--- config.mk ---
export PLATFORM = sky130hd
export DESIGN_NAME = fp_norm_seq_flat
export DESIGN_NICKNAME = d
export VERILOG_FILES = /design/src/rtl/fp_norm_seq_pkg.sv /design/src/rtl/fp_norm_seq_if.sv /design/src/rtl/fp_norm_seq_pack.sv /design/src/rtl/fp_norm_seq.sv /design/src/flat_wrapper.sv
export SDC_FILE = /design/constraint.sdc
export NUM_CORES = 1
export LEC_CHECK = 0
export CAP_MARGIN = 10
export CORE_MARGIN = 4
export CORE_UTILIZATION = 50
export DETAILED_ROUTE_END_ITERATION = 8
export PLACE_DENSITY = 0.84
export SETUP_SLACK_MARGIN = 0.1
export SLEW_MARGIN = 20
export SYNTH_ARGS = -nofsm -noshare
export SYNTH_HDL_FRONTEND = slang
export SYNTH_SLANG_ARGS = --single-unit
--- constraint.sdc ---
create_clock -name clk -period 4.1 [get_ports clk]
set_input_delay 0.82 -clock clk [delete_from_list [all_inputs] [get_ports clk]]
set_output_delay 0.82 -clock clk [all_outputs]
set_load 0.1 [all_outputs]
--- src/rtl/fp_norm_seq_pkg.sv ---
// fp_pkg: shared floating-point types and constants for the sequential
// normaliser (fp_norm_seq) and its result packer (fp_pack).
//   state_t  : controller states IDLE / NORM / DONE
//   EXP_MAX  : all-ones biased exponent (infinity encoding)
//   MANT_W   : stored mantissa (fraction) width of single precision
//   BIAS     : single-precision exponent bias
package fp_pkg;

  typedef enum logic [1:0] {
    IDLE = 2'd0,
    NORM = 2'd1,
    DONE = 2'd2
  } state_t;

  localparam logic [7:0] EXP_MAX = 8'hFF;
  localparam int         MANT_W  = 23;
  localparam int         BIAS    = 127;

endpackage

--- src/rtl/fp_norm_seq_if.sv ---
// fp_norm_seq_if: operand / result handshake bundle of the normaliser.
//   in_valid/in_ready    : operand handshake
//   in_sign/in_exp       : sign and biased exponent of the raw sum
//   in_mant              : raw sum, bit MW+1 carry, bit MW hidden, MW-1:0 fraction
//   out_valid/out_ready  : result handshake
//   result               : packed {sign, exp[7:0], frac[MW-1:0]}
//   zero/overflow/underflow : status flags, valid with out_valid
// Modport master is the producer/consumer side, slave is the normaliser.
interface fp_norm_seq_if #(
  parameter int N  = 32,
  parameter int MW = 23
);
  logic          in_valid;
  logic          in_ready;
  logic          in_sign;
  logic [7:0]    in_exp;
  logic [MW+1:0] in_mant;
  logic          out_valid;
  logic          out_ready;
  logic [N-1:0]  result;
  logic          zero;
  logic          overflow;
  logic          underflow;

  modport master (
    output in_valid, in_sign, in_exp, in_mant, out_ready,
    input  in_ready, out_valid, result, zero, overflow, underflow
  );

  modport slave (
    input  in_valid, in_sign, in_exp, in_mant, out_ready,
    output in_ready, out_valid, result, zero, overflow, underflow
  );
endinterface

--- src/rtl/fp_norm_seq_pack.sv ---
// fp_pack: combinational result packer.
//   sign, exp_val, frac : fields of a normal result
//   flush               : force signed zero {sign, 0, 0}
//   ovf                 : force signed infinity {sign, 8'hFF, 0} (wins over flush)
//   result              : packed N-bit word
module fp_pack
  import fp_pkg::*;
#(
  parameter int N  = 32,
  parameter int MW = MANT_W
) (
  input  logic          sign,
  input  logic [7:0]    exp_val,
  input  logic [MW-1:0] frac,
  input  logic          flush,
  input  logic          ovf,
  output logic [N-1:0]  result
);

  // Select infinity, signed zero or the normal encoding.
  always_comb begin
    if (ovf) begin
      result = {sign, EXP_MAX, {MW{1'b0}}};
    end else if (flush) begin
      result = {sign, 8'h00, {MW{1'b0}}};
    end else begin
      result = {sign, exp_val, frac};
    end
  end

endmodule

--- src/rtl/fp_norm_seq.sv ---
// fp_norm_seq: sequential post-add normaliser. Accepts a raw sum (sign,
// exponent of the larger operand, carry+hidden+fraction mantissa), then
// normalises it one bit per cycle and presents a packed single-precision
// result with zero / overflow / underflow status.
//   clk, rst : clock, asynchronous active-high reset
//   bus      : fp_norm_seq_if.slave (operand and result handshakes)
// Denormals are not produced: any exponent reaching 0 flushes to signed zero.
module fp_norm_seq
  import fp_pkg::*;
#(
  parameter int N  = 32,
  parameter int MW = MANT_W
) (
  input  logic clk,
  input  logic rst,
  fp_norm_seq_if.slave bus
);

  state_t        state_r, state_nx;
  logic          sign_r;
  logic [7:0]    exp_r, exp_nx;
  logic [MW+1:0] mant_r, mant_nx;
  logic [N-1:0]  result_r;
  logic          zero_r, overflow_r, underflow_r;

  logic          load_s;
  logic          done_s;
  logic          flush_s;
  logic          ovf_s;
  logic          zero_s;
  logic          unf_s;
  logic [7:0]    exp_inc_s;
  logic [7:0]    pack_exp_s;
  logic [MW-1:0] pack_frac_s;
  logic [N-1:0]  pack_result_s;

  assign exp_inc_s = exp_r + 8'd1;

  // Next state, single-bit shift step and result selects.
  always_comb begin
    state_nx    = state_r;
    exp_nx      = exp_r;
    mant_nx     = mant_r;
    load_s      = 1'b0;
    done_s      = 1'b0;
    flush_s     = 1'b0;
    ovf_s       = 1'b0;
    zero_s      = 1'b0;
    unf_s       = 1'b0;
    pack_exp_s  = exp_r;
    pack_frac_s = mant_r[MW-1:0];
    case (state_r)
      IDLE: begin
        if (bus.in_valid) begin
          load_s   = 1'b1;
          state_nx = NORM;
        end else begin
          state_nx = IDLE;
        end
      end
      NORM: begin
        // Every branch but the left shift finishes this cycle.
        state_nx = DONE;
        done_s   = 1'b1;
        if (exp_r == EXP_MAX) begin
          ovf_s = 1'b1;
        end else if (mant_r == {(MW+2){1'b0}}) begin
          flush_s = 1'b1;
          zero_s  = 1'b1;
        end else if (mant_r[MW+1]) begin
          // Carry out: the right shift goes straight into the packed result.
          pack_exp_s  = exp_inc_s;
          pack_frac_s = mant_r[MW:1];
          if (exp_inc_s == EXP_MAX) begin
            ovf_s = 1'b1;
          end else begin
            ovf_s = 1'b0;
          end
        end else if (mant_r[MW]) begin
          if (exp_r == 8'h00) begin
            flush_s = 1'b1;
            unf_s   = 1'b1;
          end else begin
            flush_s = 1'b0;
          end
        end else if (exp_r <= 8'h01) begin
          // Another left shift would take the exponent to zero.
          flush_s = 1'b1;
          unf_s   = 1'b1;
        end else begin
          state_nx = NORM;
          done_s   = 1'b0;
          mant_nx  = {mant_r[MW:0], 1'b0};
          exp_nx   = exp_r - 8'd1;
        end
      end
      DONE: begin
        if (bus.out_ready) begin
          state_nx = IDLE;
        end else begin
          state_nx = DONE;
        end
      end
      default: begin
        state_nx = IDLE;
      end
    endcase
  end

  // Controller state register.
  always_ff @(posedge clk or posedge rst) begin
    if (rst) begin
      state_r <= IDLE;
    end else begin
      state_r <= state_nx;
    end
  end

  // Operand capture, then the one-bit shift register and exponent counter.
  always_ff @(posedge clk or posedge rst) begin
    if (rst) begin
      sign_r <= 1'b0;
      exp_r  <= 8'h00;
      mant_r <= {(MW+2){1'b0}};
    end else if (load_s) begin
      sign_r <= bus.in_sign;
      exp_r  <= bus.in_exp;
      mant_r <= bus.in_mant;
    end else begin
      exp_r  <= exp_nx;
      mant_r <= mant_nx;
    end
  end

  fp_pack #(
    .N  (N),
    .MW (MW)
  ) u_pack (
    .sign    (sign_r),
    .exp_val (pack_exp_s),
    .frac    (pack_frac_s),
    .flush   (flush_s),
    .ovf     (ovf_s),
    .result  (pack_result_s)
  );

  // Result and flags are latched once and held through DONE.
  always_ff @(posedge clk or posedge rst) begin
    if (rst) begin
      result_r    <= {N{1'b0}};
      zero_r      <= 1'b0;
      overflow_r  <= 1'b0;
      underflow_r <= 1'b0;
    end else if (done_s) begin
      result_r    <= pack_result_s;
      zero_r      <= zero_s;
      overflow_r  <= ovf_s;
      underflow_r <= unf_s;
    end else begin
      result_r    <= result_r;
      zero_r      <= zero_r;
      overflow_r  <= overflow_r;
      underflow_r <= underflow_r;
    end
  end

  assign bus.in_ready  = (state_r == IDLE);
  assign bus.out_valid = (state_r == DONE);
  assign bus.result    = result_r;
  assign bus.zero      = zero_r;
  assign bus.overflow  = overflow_r;
  assign bus.underflow = underflow_r;

endmodule

--- src/flat_wrapper.sv ---
// flat-port wrapper written by rule: the top's interface ports become plain ports
module fp_norm_seq_flat import fp_pkg::*;
#(
  parameter int N  = 32,
  parameter int MW = MANT_W
)
  (clk, rst, bus_in_valid, bus_in_sign, bus_in_exp, bus_in_mant, bus_out_ready, bus_in_ready, bus_out_valid, bus_result, bus_zero, bus_overflow, bus_underflow);
  fp_norm_seq_if #(.N(N), .MW(MW)) bus_i ();
  input  logic clk;
  input  logic rst;
  input wire logic [$bits(bus_i.in_valid)-1:0] bus_in_valid;
  input wire logic [$bits(bus_i.in_sign)-1:0] bus_in_sign;
  input wire logic [$bits(bus_i.in_exp)-1:0] bus_in_exp;
  input wire logic [$bits(bus_i.in_mant)-1:0] bus_in_mant;
  input wire logic [$bits(bus_i.out_ready)-1:0] bus_out_ready;
  output wire logic [$bits(bus_i.in_ready)-1:0] bus_in_ready;
  output wire logic [$bits(bus_i.out_valid)-1:0] bus_out_valid;
  output wire logic [$bits(bus_i.result)-1:0] bus_result;
  output wire logic [$bits(bus_i.zero)-1:0] bus_zero;
  output wire logic [$bits(bus_i.overflow)-1:0] bus_overflow;
  output wire logic [$bits(bus_i.underflow)-1:0] bus_underflow;
  assign bus_i.in_valid = bus_in_valid;
  assign bus_i.in_sign = bus_in_sign;
  assign bus_i.in_exp = bus_in_exp;
  assign bus_i.in_mant = bus_in_mant;
  assign bus_i.out_ready = bus_out_ready;
  assign bus_in_ready = bus_i.in_ready;
  assign bus_out_valid = bus_i.out_valid;
  assign bus_result = bus_i.result;
  assign bus_zero = bus_i.zero;
  assign bus_overflow = bus_i.overflow;
  assign bus_underflow = bus_i.underflow;
  fp_norm_seq #(.N(N), .MW(MW)) u_core (.clk(clk), .rst(rst), .bus(bus_i));
endmodule
==> metrics.md, run 1 <==
| Metric | Value |
|---|---|
| Syn. warnings | `0` |
| Worst hold path type | `reg2reg` |
| Clock transition at the register clock pins on the worst setup and hold paths after CTS | `80 ps` |
| Count of pins on the block boundary | `75` |
| Drc violations | `0` |
| Area growth from synthesis to layout | `26.1%` |
| Combined area of all synthesized cells | `3740 um2` |
| Leftover overflow at the end of global routing | `0` |
| Clock tree root driver cell | `clkbuf_8` |
| Maximum clock skew at final layout | `10.2 ps` |
| Worst hold endpoint | `u_core.bus.result[5]` |
| First-pass GRT wire length | `14900 um` |
| Floorplan die area | `8930 um2` |
| Clock latency of the later-clocked register in the worst-skew pair | `350 ps` |
| Post-Synthesis Cells | `365` |
| Number of nets with antenna violations after routing | `0` |
| Number of synthesized register bits | `71` |
| Avg Cell Area, Syn | `10.2 um2` |
| Final routed wirelength across all metal layers | `9020 um` |
| Sequential share of the synthesized area | `47.5%` |
| Overall via count from detail_route | `3060` |
| Worst setup path category | `reg2out` |
| Largest fanout on the critical path | `3` |
| Post-DP HPWL | `6360 um` |
| Data arrival time of the critical path | `2090 ps` |
| Endpoint type of the worst setup path | `primary output` |
| Post-CTS setup buffer count | `0` |
| Final critical-path share of the clock period | `71.1%` |
| Via-per-instance ratio | `5.74` |
| Number of antenna violations at the first check in global routing | `0` |
| Most frequent cells in the layout | `clkdlybuf4s50_1, dfrtp_1, nand2_1` |
| Floorplan die height | `94.5 um` |
| Number of failing hold endpoints at the final stage | `0` |
| Cts bufs inserted | `9` |
| Max_cap viols | `0` |
| Total number of clock tree sinks | `71` |
| Data required, critical path | `3280 ps` |
| Synthesized net count | `408` |
| Post-CTS sizing | `0` |
| Starting DRC count in detailed routing | `119` |
| GRT Total Usage | `21.6%` |
| FF-to-FF End | `u_core.bus.underflow` |
| Initial core utilization | `51.6%` |
| Slack of the worst reg-to-reg path | `1280 ps` |
| Routed length per placed instance | `16.9 um` |
| First-pass iteration count of the detailed router | `5` |
| Number of global-route vias before repair | `3098` |
| Max Fclk | `343 MHz` |
| N_diodes | `0` |
| Maximum number of pins on one net before global-route repair | `35` |
| Fraction of layout instances using a drive strength above 1 | `7.60%` |
| Met3 routing resource usage after global routing | `3.90%` |
| Setup TNS after final layout | `0 ps` |
| Worst hold path cell count | `2` |
| Met2 track utilization from global routing | `35.9%` |
| Number of pins exceeding their max-slew limit in the final report | `0` |
| Final Net Count | `472` |
| Number of buffers inserted by hold repair at cts | `0` |
| CTS max path bufs | `2` |
| Buffers on Ports | `74` |
| Startpoint of the lowest-slack hold path | `u_core.bus.result[5]` |
| Unique masters post-synth | `48` |
| Time the final worst path needs with I/O delays and setup | `2910 ps` |
| Startpoint types | `register` |
| Die width | `94.5 um` |
| Final estimated routing congestion in global placement | `0.900` |
| Leading cell type in the layout, fill and taps excluded | `clkdlybuf4s50_1` |
| Unrepaired setup endpoints after global routing | `false` |
| Pin slew with the least headroom to its limit | `985 ps` |
| Status | `finished, final reports clean` |
| Final critical-path setup slack | `1190 ps` |
| Max-Slew Margin vs Limit | `34.1%` |
| Number of setup violations in the final report | `0` |
| Level count of the clock H-tree | `3` |
| Most congested layer reported by global routing | `met2` |
| Clock tree from TritonCTS | `built` |
| R2R Path Start | `u_core.exp_r[0]` |
| Number of cells on the worst reg-to-reg path | `8` |
| Met1 usage | `27.5%` |
| Core ar. | `7250 um2` |
| FP Rows | `31` |
| Pre-CTS setup slack | `1330 ps` |
==> per-stage QoR <==
stage	hold slack, ps	utilization [%]	cells	instance area, um2
2_1_floorplan	439	-	365	3740
3_3_place_gp	459	62.1	517	4510
3_5_place_dp	471	62.1	517	4510
4_1_cts	488	65.0	533	4710
5_1_grt	505	65.0	533	4710
6_report	482	65.0	533	4710
==> cells by family (layout without fill, tap and decap cells) <==
group	after synthesis	in the layout	synth area share [%]
flip-flops	71	71	47.5
XOR/XNOR	13	13	3.04
buffers and inverters	34	103	4.75
AO/OA/AOI/OAI	96	96	20.2
adder cells (fa/ha/maj)	5	5	1.67
multiplexers	26	26	6.96
AND/OR/NAND/NOR	120	120	15.9
==> worst max-delay path, stage by stage (launching register included) <==
cell and delay (ps):
dfrtp_1 390, nor2_1 180, clkdlybuf4s50_1 1170
==> metal layers <==
| layer | share of wire (%) | wire, um |
|---|---|---|
| met1 | 42 | 3810 |
| met2 | 50 | 4480 |
| met3 | 5.7 | 512 |
| met4 | 2.5 | 223 |
| met5 | 0 | 0 |
==> cell type report <==
cell class,instances,area [um2]
clock buffers,12,155
clock inverters,4,52.6
fillers,580,2540
inverters,7,26.3
multi-input cells,260,1790
flip-flops and latches,71,1780
well taps,99,124
repair buffers,80,786
==> registers in the layout, summed over array words and instances, names as in the netlist <==
register and count:
u_core.bus.overflow 1, u_core.bus.result 32, u_core.bus.underflow 1, u_core.bus.zero 1, u_core.exp_r 8, u_core.mant_r 25, u_core.sign_r 1, u_core.state_r 2
==> worst max-delay path by stage <==
stage / to / start / cells after the start
global route: u_core.bus.result[22] / u_core.exp_r[0] / 8
detailed placement: u_core.bus.underflow / u_core.exp_r[0] / 8
floorplan: u_core.mant_r[17] / u_core.state_r[0] / 6
global placement: u_core.mant_r[15] / bus_in_valid / 4
CTS: bus_in_ready / u_core.state_r[1] / 2
finish: bus_in_ready / u_core.state_r[1] / 2
==> cells in the mapped netlist, drive strengths merged <==
master / count / area (um2)
nand2b: 4 / 32.5
o31ai: 25 / 193
o311ai: 1 / 8.76
xor2: 1 / 8.76
nand3: 7 / 35.0
a22o: 22 / 193
nand4: 2 / 18.8
and2: 1 / 6.26
nand3b: 1 / 7.51
dfrtp: 71 / 1780
nor4b: 1 / 8.76
a21o: 22 / 165
or2: 3 / 18.8
clkbuf: 10 / 38.8
mux2i: 26 / 260
ha: 5 / 62.6
nor2b: 2 / 12.5
nor4: 11 / 83.8
xnor2: 12 / 105
buf: 17 / 113
o31a: 1 / 8.76
nor2: 22 / 90.1
nor3: 9 / 56.3
o21ai: 11 / 70.1
a21oi: 3 / 26.3
o211ai: 2 / 15.0
nor3b: 1 / 7.51
inv: 7 / 26.3
nand2: 55 / 209
o22a: 8 / 70.1
a31oi: 1 / 6.26
or3: 1 / 6.26
Power of run 1 is left out: the tool's default activity adds up to more than one toggle a clock period on the data nets, which glitch-free logic cannot reach.
==> inputs of run 2 (changes only) <==
clock period = 2.7 ns   (was 4.1 ns; I/O delays follow)
==> run 2 against run 1 <==
  * Routed wire length decreased by 2.1%
  * Critical path depth increased by 5
  * Via count decreased by 1.7%
  * Critical endpoint is now u_core.mant_r[4]
==> metrics.md, run 2 (synthesis gave the netlist of run 1 again) <==
| Metric | Value |
|---|---|
| Core ar. | `7250 um2 (unchanged)` |
| Starting DRC count in detailed routing | `106 (-11%)` |
| Count of placed standard cells including taps | `523 (+1.2%)` |
| Endpoint type of the worst setup path | `register` |
| Final standard cell utilization of the core | `64.3% (-0.74 points)` |
| Final Net Count | `478 (+1.3%)` |
| Overall via count from detail_route | `3007 (-1.7%)` |
| Floorplan die height | `94.5 um (unchanged)` |
| Via-per-instance ratio | `5.58 (-2.8%)` |
| Number of failing hold endpoints at the final stage | `0 (unchanged)` |
| Final critical-path share of the clock period | `85.1%` |
| Post-CTS setup buffer count | `0 (unchanged)` |
| Clock latency of the later-clocked register in the worst-skew pair | `350 ps (about the same)` |
| N_diodes | `0 (unchanged)` |
| Number of nets with antenna violations after routing | `0 (unchanged)` |
| Routed length per placed instance | `16.4 um (-3.2%)` |
| Number of buffers inserted by hold repair at cts | `0 (unchanged)` |
| Max Fclk | `435 MHz` |
| Final routed wirelength across all metal layers | `8830 um (-2.1%)` |
| Level count of the clock H-tree | `3 (unchanged)` |
| Leftover overflow at the end of global routing | `0 (unchanged)` |
| Number of setup violations in the final report | `0 (unchanged)` |
| First-pass GRT wire length | `14600 um (-2.3%)` |
| Number of global-route vias before repair | `3055 (-1.4%)` |
| Most congested layer reported by global routing | `met2` |
| Leading cell type in the layout, fill and taps excluded | `dfrtp_1` |
| Clock tree root driver cell | `clkbuf_8` |
| Setup TNS after final layout | `0 ps (unchanged)` |
| Maximum clock skew at final layout | `10.2 ps (-0.0611 ps)` |
| Final estimated routing congestion in global placement | `0.871 (-3.3%)` |
| Buffers on Ports | `74 (unchanged)` |
| Worst setup path category | `reg2reg` |
| Data arrival time of the critical path | `2530 ps (+440 ps)` |
| Clock tree from TritonCTS | `built` |
| Fraction of layout instances using a drive strength above 1 | `17.5% (+9.9 points)` |
| Cts bufs inserted | `9 (unchanged)` |
| Die width | `94.5 um (unchanged)` |
| Max_cap viols | `0 (unchanged)` |
| Total number of clock tree sinks | `71 (unchanged)` |
| Initial core utilization | `51.6% (unchanged)` |
| CTS max path bufs | `2 (unchanged)` |
| Post-DP HPWL | `6380 um (+0.23%)` |
| Status | `finished, final reports clean` |
| Area growth from synthesis to layout | `24.6%` |
| Unrepaired setup endpoints after global routing | `false` |
| Largest register FFs | `32 (unchanged)` |
| Max-Slew Margin vs Limit | `66.0% (+32 points)` |
| Most frequent cells in the layout | `dfrtp_1, nand2_1, buf_4` |
| GRT Total Usage | `20.8% (-0.74 points)` |
| Startpoint types | `register` |
| Count of pins on the block boundary | `75 (unchanged)` |
| Time the final worst path needs with I/O delays and setup | `2300 ps` |
| Met2 track utilization from global routing | `36.2% (+0.35 points)` |
| Number of pins exceeding their max-slew limit in the final report | `0 (unchanged)` |
| Post-route insts no fill | `539 (+1.1%)` |
| Met3 routing resource usage after global routing | `5.26% (+1.4 points)` |
| Maximum number of pins on one net before global-route repair | `72 (+110%)` |
| FP Rows | `31 (unchanged)` |
| Number of antenna violations at the first check in global routing | `0 (unchanged)` |
| Pin slew with the least headroom to its limit | `508 ps (-477 ps)` |
| Clock transition at the register clock pins on the worst setup and hold paths after CTS | `80 ps (about the same)` |
| Met1 usage | `25.7% (-1.9 points)` |
| Post-CTS sizing | `0 (unchanged)` |
| Worst hold path type | `reg2reg` |
| Data required, critical path | `2940 ps (-340 ps)` |
| Largest fanout on the critical path | `14 (+11)` |
| First-pass iteration count of the detailed router | `4 (-1)` |
| Floorplan die area | `8930 um2 (unchanged)` |
| Drc violations | `0 (unchanged)` |
==> run 2: area by class of cell <==
type                            count  area, um2
Clock inverter                      6       46.3
Timing Repair Buffer               86        763
Fill cell                         615       2590
Clock buffer                       10        128
Tap cell                           99        124
Multi-Input combinational cell    260       1800
Inverter                            7       26.3
Sequential cell                    71       1780
==> run 2: worst max-delay path: stages, from the launching register on <==
cell and delay (ps):
dfrtp_1 430, nor4_1 410, nand3_1 240, o21ai_4 380
nor3_4 100, buf_4 210, a22o_1 250, a21o_1 150
==> run 2: worst paths after layout <==
check | start | endpoint | slack [ps] | cells after the start
worst max-delay path | u_core.mant_r[16] | u_core.mant_r[4] | 400 | 7
worst min register to register | u_core.bus.overflow | u_core.bus.overflow | 480 | 2
max in group asynchronous | rst | u_core.mant_r[4] | 1810 | 3
worst max register to register | u_core.mant_r[16] | u_core.mant_r[4] | 400 | 7
worst min-delay path | u_core.bus.overflow | u_core.bus.overflow | 480 | 2
min in group asynchronous | rst | u_core.bus.result[25] | 580 | 3
==> run 2: metal layers <==
metal,share of wire (%),routed length [um]
met4,1.4,125
met1,43,3800
met2,51,4470
met5,0,0
met3,4.9,430
==> run 2: stage by stage <==
step           hold WS (ps)  cell area (um2)  setup slack [ps]
2_1_floorplan           439             3740               363
3_3_place_gp            457             4490               429
3_5_place_dp            468             4490               380
4_1_cts                 485             4660               373
5_1_grt                 501             4660               194
6_report                478             4660               403
Power of run 2 is left out for the same reason.
==> inputs of run 3 (changes only) <==
CORE_MARGIN = unset   (was 4)
==> run 3 against run 2 <==
  * Utilization is 0.43 points higher
  * Sequential share of layout area shrank 0.25 points
  * Largest cell class unchanged
  * Critical endpoint is now u_core.mant_r[20]
  * Count of clock-buffer cells in the layout did not move
  * Die area decreased by 12%
  * Worst setup slack got worse by 68 ps
  * Register-to-register slack got worse by 70 ps
  * Critical path depth unchanged
  * Cell count is 0.56% lower
  * Routed wire length is 2.1% lower
  * Non-clock buffer count shrank 2
==> metrics.md, run 3 (synthesis gave the netlist of run 1 again) <==
| Metric | Value |
|---|---|
| Final standard cell utilization of the core | `64.7% (+0.43 points)` |
| Setup TNS after final layout | `0 ps (unchanged)` |
| Number of cells on the worst reg-to-reg path | `7 (unchanged)` |
| Largest fanout on the critical path | `23 (+9)` |
| Final Net Count | `476 (-0.42%)` |
| Endpoint type of the worst setup path | `register` |
| CTS max path bufs | `2 (unchanged)` |
| Most frequent cells in the layout | `dfrtp_1, nand2_1, buf_4` |
| Number of nets with antenna violations after routing | `0 (unchanged)` |
| Post-DP HPWL | `6030 um (-5.5%)` |
| First-pass GRT wire length | `14000 um (-4.1%)` |
| Buffers on Ports | `74 (unchanged)` |
| Total number of clock tree sinks | `71 (unchanged)` |
| Area growth from synthesis to layout | `25.5%` |
| Data required, critical path | `2940 ps (about the same)` |
| Area of the multi-input gates | `1800 um2 (unchanged)` |
| Number of buffers inserted by hold repair at cts | `0 (unchanged)` |
| Floorplan die area | `7830 um2 (-12%)` |
| Cts bufs inserted | `9 (unchanged)` |
| Unrepaired setup endpoints after global routing | `false` |
| Core ar. | `7250 um2 (unchanged)` |
| Number of global-route vias before repair | `2862 (-6.3%)` |
| CP Launch Point | `u_core.exp_r[0]` |
| CP Cell Sequence | `inv_1 > ha_1 > o211ai_1 > o21ai_4 > nor3_4 > nor2_4 > a21o_1` |
| Clock latency of the later-clocked register in the worst-skew pair | `350 ps (about the same)` |
| Crit path buffers/inverters | `1 (unchanged)` |
| Drc violations | `0 (unchanged)` |
| Startpoint types | `register` |
| Routed length per placed instance | `16.1 um (-1.5%)` |
| Overall via count from detail_route | `2994 (-0.43%)` |
| Level count of the clock H-tree | `3 (unchanged)` |
| GRT Total Usage | `23.8% (+3.0 points)` |
| Clock transition at the register clock pins on the worst setup and hold paths after CTS | `80 ps (about the same)` |
| Leading cell type in the layout, fill and taps excluded | `dfrtp_1` |
| Cell family contributing the most delay on the critical path | `compound AO/OA/AOI/OAI gates` |
| Final critical-path share of the clock period | `87.6% (+2.5 points)` |
| Max_cap viols | `0 (unchanged)` |
| Via-per-instance ratio | `5.59 (+0.12%)` |
| Maximum clock skew at final layout | `10.5 ps (+0.332 ps)` |
| Number of antenna violations at the first check in global routing | `0 (unchanged)` |
| First-pass iteration count of the detailed router | `4 (unchanged)` |
| Cell count along the critical path | `7 (unchanged)` |
| Max Fclk | `423 MHz (-2.9%)` |
| N_diodes | `0 (unchanged)` |
| Time the final worst path needs with I/O delays and setup | `2360 ps (+67.7 ps)` |
| Largest register FFs | `32 (unchanged)` |
| Count of placed standard cells including taps | `521 (-0.38%)` |
| Number of setup violations in the final report | `0 (unchanged)` |
| Maximum number of pins on one net before global-route repair | `72 (unchanged)` |
| Number of fillers in the final layout | `640 (+4.1%)` |
| Worst hold path type | `reg2reg` |
| Floorplan die height | `88.5 um (-6.4%)` |
| Worst hold slack | `473 ps (-4.88 ps)` |
| Number of failing hold endpoints at the final stage | `0 (unchanged)` |
| Worst setup path category | `reg2reg` |
| Number of pins exceeding their max-slew limit in the final report | `0 (unchanged)` |
| Fraction of layout instances using a drive strength above 1 | `17.2% (-0.34 points)` |
| FP Rows | `31 (unchanged)` |
| Slowest CP cell | `dfrtp_1` |
| Clock tree root driver cell | `clkbuf_8` |
| Pin slew with the least headroom to its limit | `494 ps (-14.6 ps)` |
| Worst hold path cell count | `2 (unchanged)` |
| Starting DRC count in detailed routing | `185 (+75%)` |
| Area taken by flip-flops and latches | `1780 um2 (unchanged)` |
| Final routed wirelength across all metal layers | `8650 um (-2.1%)` |
| Post-route insts no fill | `536 (-0.56%)` |
| Clock tree from TritonCTS | `built` |
| Worst stage delay on the critical path | `530 ps (+100 ps)` |
| Leftover overflow at the end of global routing | `0 (unchanged)` |
| Data arrival time of the critical path | `2600 ps (+70 ps)` |
| Status | `finished, final reports clean` |
| Initial core utilization | `51.6% (unchanged)` |
| Startpoint of the lowest-slack hold path | `u_core.sign_r` |
| Final estimated routing congestion in global placement | `0.847 (-2.7%)` |
| Count of pins on the block boundary | `75 (unchanged)` |
| Die width | `88.5 um (-6.4%)` |
| Max-Slew Margin vs Limit | `67.0% (+0.98 points)` |
| R2R Path Start | `u_core.exp_r[0]` |
[run 3: worst paths after layout]
kind | end | slack [ps]
max reg2reg | u_core.mant_r[20] | 340
min | u_core.bus.result[31] | 470
max | u_core.mant_r[20] | 340
max in group asynchronous | u_core.exp_r[5] | 1810
min in group asynchronous | u_core.bus.overflow | 580
min reg2reg | u_core.bus.result[31] | 470
[run 3: layout make-up]
class,instances,area share (%)
multi-input combinational,260,38.3
sequential,71,37.9
timing repair buffer,84,16.5
clock buffer,10,2.93
tap,99,2.64
clock inverter,5,1.23
inverter,7,0.560
[run 3: timing repair]
action                     in CTS  in global routing
buffers inserted                0                  0
gates resized for setup         0                  0
setup endpoints to repair       0                  1
[run 3: routing by layer]
| layer | share of wire [%] | GRT usage (%) | up-vias |
|---|---|---|---|
| li1 | - | - | 1448 |
| met1 | 44 | 31.3 | 1466 |
| met2 | 51 | 39.2 | 71 |
| met3 | 3.6 | 5.22 | 9 |
| met4 | 1.0 | 8.06 | 0 |
| met5 | 0 | 0 | - |
[run 3: tightest hold or removal path, cell delays in order, from the launching register on]
cell and delay [ps]:
dfrtp_1 350, nand2_1 50, nand2_1 50
[run 3: metrics by stage]
| stage | area [um2] | worst slack [ps] |
|---|---|---|
| finish | 4690 | 335 |
| global route | 4690 | 148 |
| CTS | 4690 | 278 |
| detailed placement | 4500 | 296 |
| global placement | 4500 | 341 |
| floorplan | 3740 | 363 |
Power of run 3 is left out for the same reason.
